`src/rtl/bootram_pkg.sv`:
```
// Shared types and constants for the PicoRV32 boot RAM controller slice.
package bootram_pkg;

    localparam int BOOTRAM_LANES  = 4;
    localparam int BOOTRAM_ADDR_W = 11;

    typedef enum logic [1:0] {
        ST_IDLE  = 2'd0,
        ST_RDATA = 2'd1,
        ST_ACK   = 2'd2
    } bootram_state_e;

endpackage

```
`src/rtl/bootram_if.sv`:
```
// PicoRV32 native memory bus as seen by the boot RAM; the CPU side is the master.
interface bootram_if;
    import bootram_pkg::*;

    logic                     mem_valid;
    logic                     mem_ready;
    logic [31:0]              mem_addr;
    logic [31:0]              mem_wdata;
    logic [BOOTRAM_LANES-1:0] mem_wstrb;
    logic [31:0]              mem_rdata;

    modport master (
        output mem_valid, mem_addr, mem_wdata, mem_wstrb,
        input  mem_ready, mem_rdata
    );

    modport slave (
        input  mem_valid, mem_addr, mem_wdata, mem_wstrb,
        output mem_ready, mem_rdata
    );

endinterface

```
`src/rtl/bootram_loader.sv`:
```
// Byte-stream loader for the boot RAM: byte pointer, busy flag and ready.
// Only instantiated when BOOTRAM_LOADER_EN is defined.
module bootram_loader
    import bootram_pkg::*;
#(
    parameter int ADDR_W = BOOTRAM_ADDR_W
) (
    input  logic              clk,
    input  logic              resetn,
    input  logic              start_i,
    input  logic              valid_i,
    input  logic              done_i,
    input  logic              idle_i,
    output logic              ready_o,
    output logic              busy_o,
    output logic              wr_o,
    output logic [ADDR_W+1:0] ptr_o
);

    logic              busy_q, busy_d;
    logic [ADDR_W+1:0] ptr_q, ptr_d;

    // Start wins over a byte in the same cycle; the last byte of the RAM ends the stream.
    always_comb begin
        ready_o = resetn & busy_q & idle_i & ~start_i;
        wr_o    = valid_i & ready_o;
        busy_d  = busy_q;
        ptr_d   = ptr_q;
        if (start_i) begin
            busy_d = 1'b1;
            ptr_d  = '0;
        end else begin
            if (wr_o) begin
                ptr_d = ptr_q + 1'b1;
                if (ptr_q == '1) begin
                    busy_d = 1'b0;
                end
            end
            if (done_i) begin
                busy_d = 1'b0;
            end
        end
    end

    always_ff @(posedge clk) begin
        if (!resetn) begin
            busy_q <= 1'b0;
            ptr_q  <= '0;
        end else begin
            busy_q <= busy_d;
            ptr_q  <= ptr_d;
        end
    end

    assign busy_o = resetn & busy_q;
    assign ptr_o  = ptr_q;

endmodule

```
`src/rtl/bootram_ctrl.sv`:
```
// Boot RAM bus controller: PicoRV32 native bus to four byte-lane BRAMs.
// Define BOOTRAM_LOADER_EN to include the byte-stream loader.
module bootram_ctrl
    import bootram_pkg::*;
#(
    parameter int          ADDR_W    = BOOTRAM_ADDR_W,
    parameter logic [31:0] BASE_ADDR = 32'h0000_0000
) (
    input  logic                     clk,
    input  logic                     resetn,
    bootram_if.slave                 bus,
    output logic                     ram_ce,
    output logic                     ram_oce,
    output logic                     ram_reset,
    output logic [BOOTRAM_LANES-1:0] ram_wre,
    output logic [ADDR_W-1:0]        ram_ad,
    output logic [31:0]              ram_din,
    input  logic [31:0]              ram_dout,
    input  logic                     ld_start,
    input  logic                     ld_valid,
    input  logic [7:0]               ld_data,
    input  logic                     ld_done,
    output logic                     ld_ready,
    output logic                     ld_busy
);

    localparam logic [1:0] IDLE  = ST_IDLE;
    localparam logic [1:0] RDATA = ST_RDATA;
    localparam logic [1:0] ACK   = ST_ACK;

    logic [1:0]        state_q, state_d;
    logic [31:0]       rdata_q;
    logic              hit, accept, cpuRd, cpuWr;
    logic              ldWr, ldBusy;
    logic [ADDR_W+1:0] ldPtr;
    logic              unusedBits;

    assign hit    = bus.mem_addr[31:ADDR_W+2] == BASE_ADDR[31:ADDR_W+2];
    assign accept = resetn & (state_q == IDLE) & bus.mem_valid & hit & ~ldBusy;
    assign cpuRd  = accept & (bus.mem_wstrb == '0);
    assign cpuWr  = accept & (bus.mem_wstrb != '0);

`ifdef BOOTRAM_LOADER_EN
    bootram_loader #(.ADDR_W(ADDR_W)) u_loader (
        .clk     (clk),
        .resetn  (resetn),
        .start_i (ld_start),
        .valid_i (ld_valid),
        .done_i  (ld_done),
        .idle_i  (state_q == IDLE),
        .ready_o (ld_ready),
        .busy_o  (ld_busy),
        .wr_o    (ldWr),
        .ptr_o   (ldPtr)
    );
    assign ldBusy     = ld_busy;
    assign unusedBits = ^bus.mem_addr[1:0];
`else
    assign ld_ready   = 1'b0;
    assign ld_busy    = 1'b0;
    assign ldWr       = 1'b0;
    assign ldPtr      = '0;
    assign ldBusy     = 1'b0;
    assign unusedBits = ^{ld_start, ld_valid, ld_done, bus.mem_addr[1:0]};
`endif

    // CPU and loader strobes never overlap: CPU accepts are blocked while the loader is busy.
    always_comb begin
        state_d = state_q;
        case (state_q)
            IDLE:    if (cpuRd) state_d = RDATA;
                     else if (cpuWr) state_d = ACK;
            RDATA:   state_d = ACK;
            default: state_d = IDLE;
        endcase

        ram_ce  = cpuRd | cpuWr | ldWr;
        ram_wre = '0;
        ram_ad  = '0;
        ram_din = '0;
        if (accept) begin
            ram_ad = bus.mem_addr[ADDR_W+1:2];
        end
        if (cpuWr) begin
            ram_wre = bus.mem_wstrb;
            ram_din = bus.mem_wdata;
        end else if (ldWr) begin
            ram_wre = BOOTRAM_LANES'(4'b0001 << ldPtr[1:0]);
            ram_ad  = ldPtr[ADDR_W+1:2];
            ram_din = {BOOTRAM_LANES{ld_data}};
        end
    end

    always_ff @(posedge clk) begin
        if (!resetn) begin
            state_q <= IDLE;
            rdata_q <= '0;
        end else begin
            state_q <= state_d;
            if (state_q == RDATA) begin
                rdata_q <= ram_dout;
            end
        end
    end

    assign bus.mem_ready = resetn & (state_q == ACK);
    assign bus.mem_rdata = rdata_q;
    assign ram_oce       = 1'b1;
    assign ram_reset     = ~resetn;

endmodule

```
`src/flat_wrapper.sv`:
```
// flat-port wrapper written by rule: the top's interface ports become plain ports
module bootram_ctrl_flat import bootram_pkg::*;
#(
    parameter int          ADDR_W    = BOOTRAM_ADDR_W,
    parameter logic [31:0] BASE_ADDR = 32'h0000_0000
)
  (clk, resetn, ram_ce, ram_oce, ram_reset, ram_wre, ram_ad, ram_din, ram_dout, ld_start, ld_valid, ld_data, ld_done, ld_ready, ld_busy, bus_mem_valid, bus_mem_addr, bus_mem_wdata, bus_mem_wstrb, bus_mem_ready, bus_mem_rdata);
  bootram_if bus_i ();
  input  logic clk;
  input  logic resetn;
  output logic ram_ce;
  output logic ram_oce;
  output logic ram_reset;
  output logic [BOOTRAM_LANES-1:0] ram_wre;
  output logic [ADDR_W-1:0] ram_ad;
  output logic [31:0] ram_din;
  input  logic [31:0] ram_dout;
  input  logic ld_start;
  input  logic ld_valid;
  input  logic [7:0] ld_data;
  input  logic ld_done;
  output logic ld_ready;
  output logic ld_busy;
  input wire logic [$bits(bus_i.mem_valid)-1:0] bus_mem_valid;
  input wire logic [$bits(bus_i.mem_addr)-1:0] bus_mem_addr;
  input wire logic [$bits(bus_i.mem_wdata)-1:0] bus_mem_wdata;
  input wire logic [$bits(bus_i.mem_wstrb)-1:0] bus_mem_wstrb;
  output wire logic [$bits(bus_i.mem_ready)-1:0] bus_mem_ready;
  output wire logic [$bits(bus_i.mem_rdata)-1:0] bus_mem_rdata;
  assign bus_i.mem_valid = bus_mem_valid;
  assign bus_i.mem_addr = bus_mem_addr;
  assign bus_i.mem_wdata = bus_mem_wdata;
  assign bus_i.mem_wstrb = bus_mem_wstrb;
  assign bus_mem_ready = bus_i.mem_ready;
  assign bus_mem_rdata = bus_i.mem_rdata;
  bootram_ctrl #(.ADDR_W(ADDR_W), .BASE_ADDR(BASE_ADDR)) u_core (.clk(clk), .resetn(resetn), .bus(bus_i), .ram_ce(ram_ce), .ram_oce(ram_oce), .ram_reset(ram_reset), .ram_wre(ram_wre), .ram_ad(ram_ad), .ram_din(ram_din), .ram_dout(ram_dout), .ld_start(ld_start), .ld_valid(ld_valid), .ld_data(ld_data), .ld_done(ld_done), .ld_ready(ld_ready), .ld_busy(ld_busy));
endmodule
```
`config.mk`:
```
export PLATFORM = sky130hd
export DESIGN_NAME = bootram_ctrl_flat
export DESIGN_NICKNAME = d
export VERILOG_FILES = /design/src/rtl/bootram_pkg.sv /design/src/rtl/bootram_if.sv /design/src/rtl/bootram_loader.sv /design/src/rtl/bootram_ctrl.sv /design/src/flat_wrapper.sv
export SDC_FILE = /design/constraint.sdc
export NUM_CORES = 1
export LEC_CHECK = 0
export CAP_MARGIN = 10
export CORE_MARGIN = 10
export CORE_UTILIZATION = 41
export CTS_CLUSTER_SIZE = 40
export DETAILED_ROUTE_END_ITERATION = 10
export DONT_BUFFER_PORTS = 1
export GPL_ROUTABILITY_DRIVEN = 0
export PLACE_DENSITY_LB_ADDON = 0.3
export SLEW_MARGIN = 10
export SYNTH_ARGS = -nofsm -noshare
export SYNTH_HDL_FRONTEND = slang
export SYNTH_SLANG_ARGS = --single-unit
```
`constraint.sdc`:
```
create_clock -name clk -period 1.2 [get_ports clk]
set_input_delay 0.24 -clock clk [delete_from_list [all_inputs] [get_ports clk]]
set_output_delay 0.24 -clock clk [all_outputs]
set_load 0.03 [all_outputs]
```
### Word-level counts from Yosys, hierarchy flattened

Index checks and enable logic that the tools add are counted.
Widths: inputs -> output; s select.

* eq/ne operators: 3
* muxes and demuxes: 6
* bitwise logic cells: 8
* reduce and logical (&&, ||, !) cells: 4

Operators with widths (count)
* $mux 32: 1
* $logic_not 19->1: 1
* $mux 11: 1
* $and 1x1->1: 6
* $logic_not 4->1: 1
* $mux 2: 2
* $mux 4: 1
* $pmux 2 s2: 1
* $reduce_bool 4->1: 1
* $ne 3x1->1 const B: 1
* $eq 2x1->1 const B: 1
* $eq 2x2->1 const B: 1
* $logic_not 2->1: 1
* $not 1->1: 1
* $or 1x1->1: 1

* bits in registers: 34
* input port bits: 114
* output and inout bits: 85
* logic and storage cells: 23

### Depth between registers and ports, before layout

* depth in word-level cells: 8
* mapped depth: 5
* depth with buffers taken out: 3

### Worst setup path before layout

OpenSTA, ideal clock, no wires.

* path kind: input to output
* from: input bus_mem_addr[14]
* to: output ram_ad[4]
* arrival time: 1.621 ns
* required time: 0.960 ns
* slack: -0.661 ns
* stages: 4
* path buffers: 1
* cells stage by stage: nor4_2 > nand2_1 > clkbuf_1 > nor3_1

* longest elaborated chain between the ends: 3

RTL lines
* start: declaration: line flat_wrapper.sv:25 `input wire logic [$bits(bus_i.mem_addr)-1:0] bus_mem_addr;`
* $logic_not 19->1: line bootram_ctrl.sv:38 `assign hit = bus.mem_addr[31:ADDR_W+2] == BASE_ADDR[31:ADDR_W+2];`
* $and 1x1->1: line bootram_ctrl.sv:39 `assign accept = resetn & (state_q == IDLE) & bus.mem_valid & hit & ~ldBusy;`
* $mux 11: line bootram_ctrl.sv:81 `if (accept) begin`
* end: declaration: line flat_wrapper.sv:15 `output logic [ADDR_W-1:0] ram_ad;`

Every way passes these cells.

### Final worst setup path

* from: register u_core.state_q[1]
* to: output ram_wre[3]

* longest elaborated chain between the ends: 6

RTL lines
* start: declaration: line bootram_ctrl.sv:31 `logic [1:0] state_q, state_d;`
* start signal: assignment: line bootram_ctrl.sv:99 `state_q <= state_d;`
* $logic_not 2->1: line bootram_ctrl.sv:39
* $and 1x1->1 (3 in a row): line bootram_ctrl.sv:39
* $and 1x1->1: line bootram_ctrl.sv:41 `assign cpuWr = accept & (bus.mem_wstrb != '0);`
* $mux 4: line bootram_ctrl.sv:84 `if (cpuWr) begin`
* end: declaration: line flat_wrapper.sv:14 `output logic [BOOTRAM_LANES-1:0] ram_wre;`

Every way passes these cells.

==> summary.txt <==
Final layout
  • Final net count: between 400 and 500
  • Final core utilization: 86.93%
  • Share of cells above drive strength 1: 46.95%
  • # diodes: 0
  • Most frequent cells in the layout: nand2_1, inv_1, nor3_4
  • Fin area: 0.003552 mm²
  • Commonest non-fill, non-tap cell in the layout: nand2_1
  • Layout area overhead: 101.1%

STA
  • Worst-margin pin slew: ~0.5 ns
  • Final setup vio count: between 50 and 60
  • Min setup slack post-route: -0.7674 ns
  • Worst slew margin: between 60% and 70%
  • RSZ-0062 raised after global routing: yes
  • FMAX: a little over 500 MHz
  • Slew Limit Fails: 0
  • Clk_skew: a little over 0.004 ns
  • Fin crit share: 164.0%
  • Final Critical Period: between 1.5 and 2 ns
  • Final Hold Fails: 0

Yosys
  • Yosys warning count: 0
  • Mapped Avg Cell Area: ~6.6 µm²
  • Post-synth ARST share: 0%
  • Cells after Synth: 268
  • Mapped Area: 0.001767 mm²
  • Sequential area share after synthesis: between 30% and 40%
  • Synth Flop Type: dfxtp_1
  • Synth unique cells: 21
  • EDFF count, synth: 0
  • Synthesis-stage register bit count: 34

Global routing
  • Met1 GRT Util: 18.68%
  • GR peak layer: met2
  • Initial antenna violation count: 0
  • Tot GR Track Use: 22.18%
  • Number of global-route vias before repair: 2,179
  • Met2 usage: between 40% and 50%
  • Met3 Usage GRT: 14.57%
  • First-pass GRT wire length: roughly 13,000 µm
  • Total grt overflow: 0
  • Largest net degree at the start of global routing: 34

Routing
  • Pre-Repair DR Iteration Count: 4
  • 1st-iter DRT viols: 115
  • WL/cell: between 20 and 25 µm
  • Vias per inst: between 5 and 6
  • Final antenna-violating net count: 0
  • DRC Markers: 0
  • Routed WL: 9415 µm
  • Vias: 2,110

Power and ir drop
  • Peak supply drop: 602.6 µV
  • Power per cell area: 657.0 mW/mm²
  • Static Leakage: 1.562 nW

Min path
  • Worst Hold Class: input port to register

Floorplan
  • Total core area: 0.004086 mm²
  • # IOs: 199
  • Initial Util: approximately 43%
  • Die area: 0.007335 mm²
  • Num rows: 23
  • Die width: 85.65 µm
  • Die Height: about 86 µm

Setup path
  • Arr. time, crit path: 1.73 ns
  • Worst-path cell chain: nor3b_4 -> nand4_1 -> buf_6 -> buf_16 -> nor3_2 -> buf_4
  • Worst Setup Start Kind: register
  • Crit path kind: register to output pin
  • CP max-delay cell: dfxtp_2
  • Worst Path Max Fanout: 13
  • CP required: 0.96 ns
  • Slowest Stage Delay on Critical Path: about 0.34 ns
  • Critical path capture point type: output pin

Clock tree
  • Htree depth: 2
  • Worst skew pair latency: 0.28 ns
  • Clk sinks: 34
  • CTS buffer count: 5
  • CTS max path bufs: 2
  • CTS Root Cell: clkbuf_8
  • Clock Pin Slew Worst Setup and Hold Paths: 0.07 ns
  • CTS tree: yes

Placement
  • DP Area: between 0.003 and 0.004 mm²
  • Port bufs: 0
  • DP HPWL: 6632 µm

Run
  • Max-cap violations: 0

Outcome
  • Failing checks: negative setup slack
  • Status: finished with violations
[metal layers]
metal	part of all wire, %	routed length [µm]
met5	0	0
met4	2.7	255
met3	14	1336
met2	54	5054
met1	29	2769
[cell usage after synthesis (3+ instances only)]
| master | instances | share of area, % |
|---|---|---|
| dfxtp_1 | 34 | 39 |
| inv_1 | 47 | 10 |
| nor3_1 | 48 | 14 |
| clkbuf_1 | 10 | 2.1 |
| buf_2 | 9 | 2.5 |
| a21oi_1 | 32 | 9.1 |
| nand2_1 | 66 | 14 |
| nor4_2 | 3 | 2.1 |
| buf_4 | 3 | 1.3 |
[final cells by class]
cell class / count / area (µm²)
Multi-Input combinational cell: 165 / 1368
Timing Repair Buffer: 74 / 1146
Sequential cell: 34 / 683.2
Fill cell: 203 / 534.3
Inverter: 48 / 180.2
Clock buffer: 6 / 82.58
Tap cell: 50 / 62.56
Clock inverter: 1 / 30.03
[flip-flops by register name (all words and copies together) (netlist names)]
| signal | flops |
|---|---|
| u_core.state_q | 2 |
| u_core.bus.mem_rdata | 32 |
[report_power, final]
part           switching (mW)  internal [mW]
sequential       0.0000000890           1.13
combinational           0.112         0.0391
clock                   0.390          0.664
[logic make-up after synthesis]
logic type | Yosys count | synth area share [%]
AND/OR/NAND/NOR | 129 | 34.91
buffers and inverters | 70 | 16.15
other | 2 | 0.4251
AO/OA/AOI/OAI | 33 | 9.986
flip-flops | 34 | 38.53
[through the flow]
step / setup TNS, ns / hold WS, ns / worst slack (ns) / std cells / total power [mW]
2_1_floorplan: -19.63 / 0.3760 / -0.4475 / 269 / 1.274
3_3_place_gp: -21.01 / 0.3781 / -0.4569 / 360 / 1.283
6_report: -35.37 / 0.09149 / -0.7674 / 378 / 2.334
5_1_grt: -38.90 / 0.08137 / -0.8358 / 378 / 2.400
4_1_cts: -35.22 / 0.08779 / -0.7627 / 371 / 2.328
3_5_place_dp: -22.27 / 0.3829 / -0.4827 / 360 / 1.286
[repair_timing]
item | 4_1_cts | 5_1_grt
endpoints found under the hold margin | 0 | 0
endpoints found under the setup margin | 51 | 60
gates cloned | 2 | 5
pin swaps | 14 | 14
gates resized for setup | 8 | 24
hold buffers | 0 | 0
setup buffers | 2 | 2
[path summary, 6_finish.rpt]
| check | startpoint | end | slack, ns | cells after the start |
|---|---|---|---|---|
| worst min register to register | u_core.bus.mem_rdata[20] | u_core.bus.mem_rdata[20] | 0.60 | 2 |
| worst min-delay path | ram_dout[27] | u_core.bus.mem_rdata[27] | 0.09 | 2 |
| worst max register to register | u_core.state_q[1] | u_core.state_q[1] | -0.42 | 6 |
| worst max-delay path | u_core.state_q[1] | ram_wre[3] | -0.77 | 6 |
[worst max-delay path: cells and delay by family (launching register included)]
family | cells | cell delay, ns
buffers and inverters | 3 | 0.56
flip-flops | 1 | 0.34
AND/OR/NAND/NOR | 3 | 0.54
No activity file was read; power rests on OpenSTA's default activity.
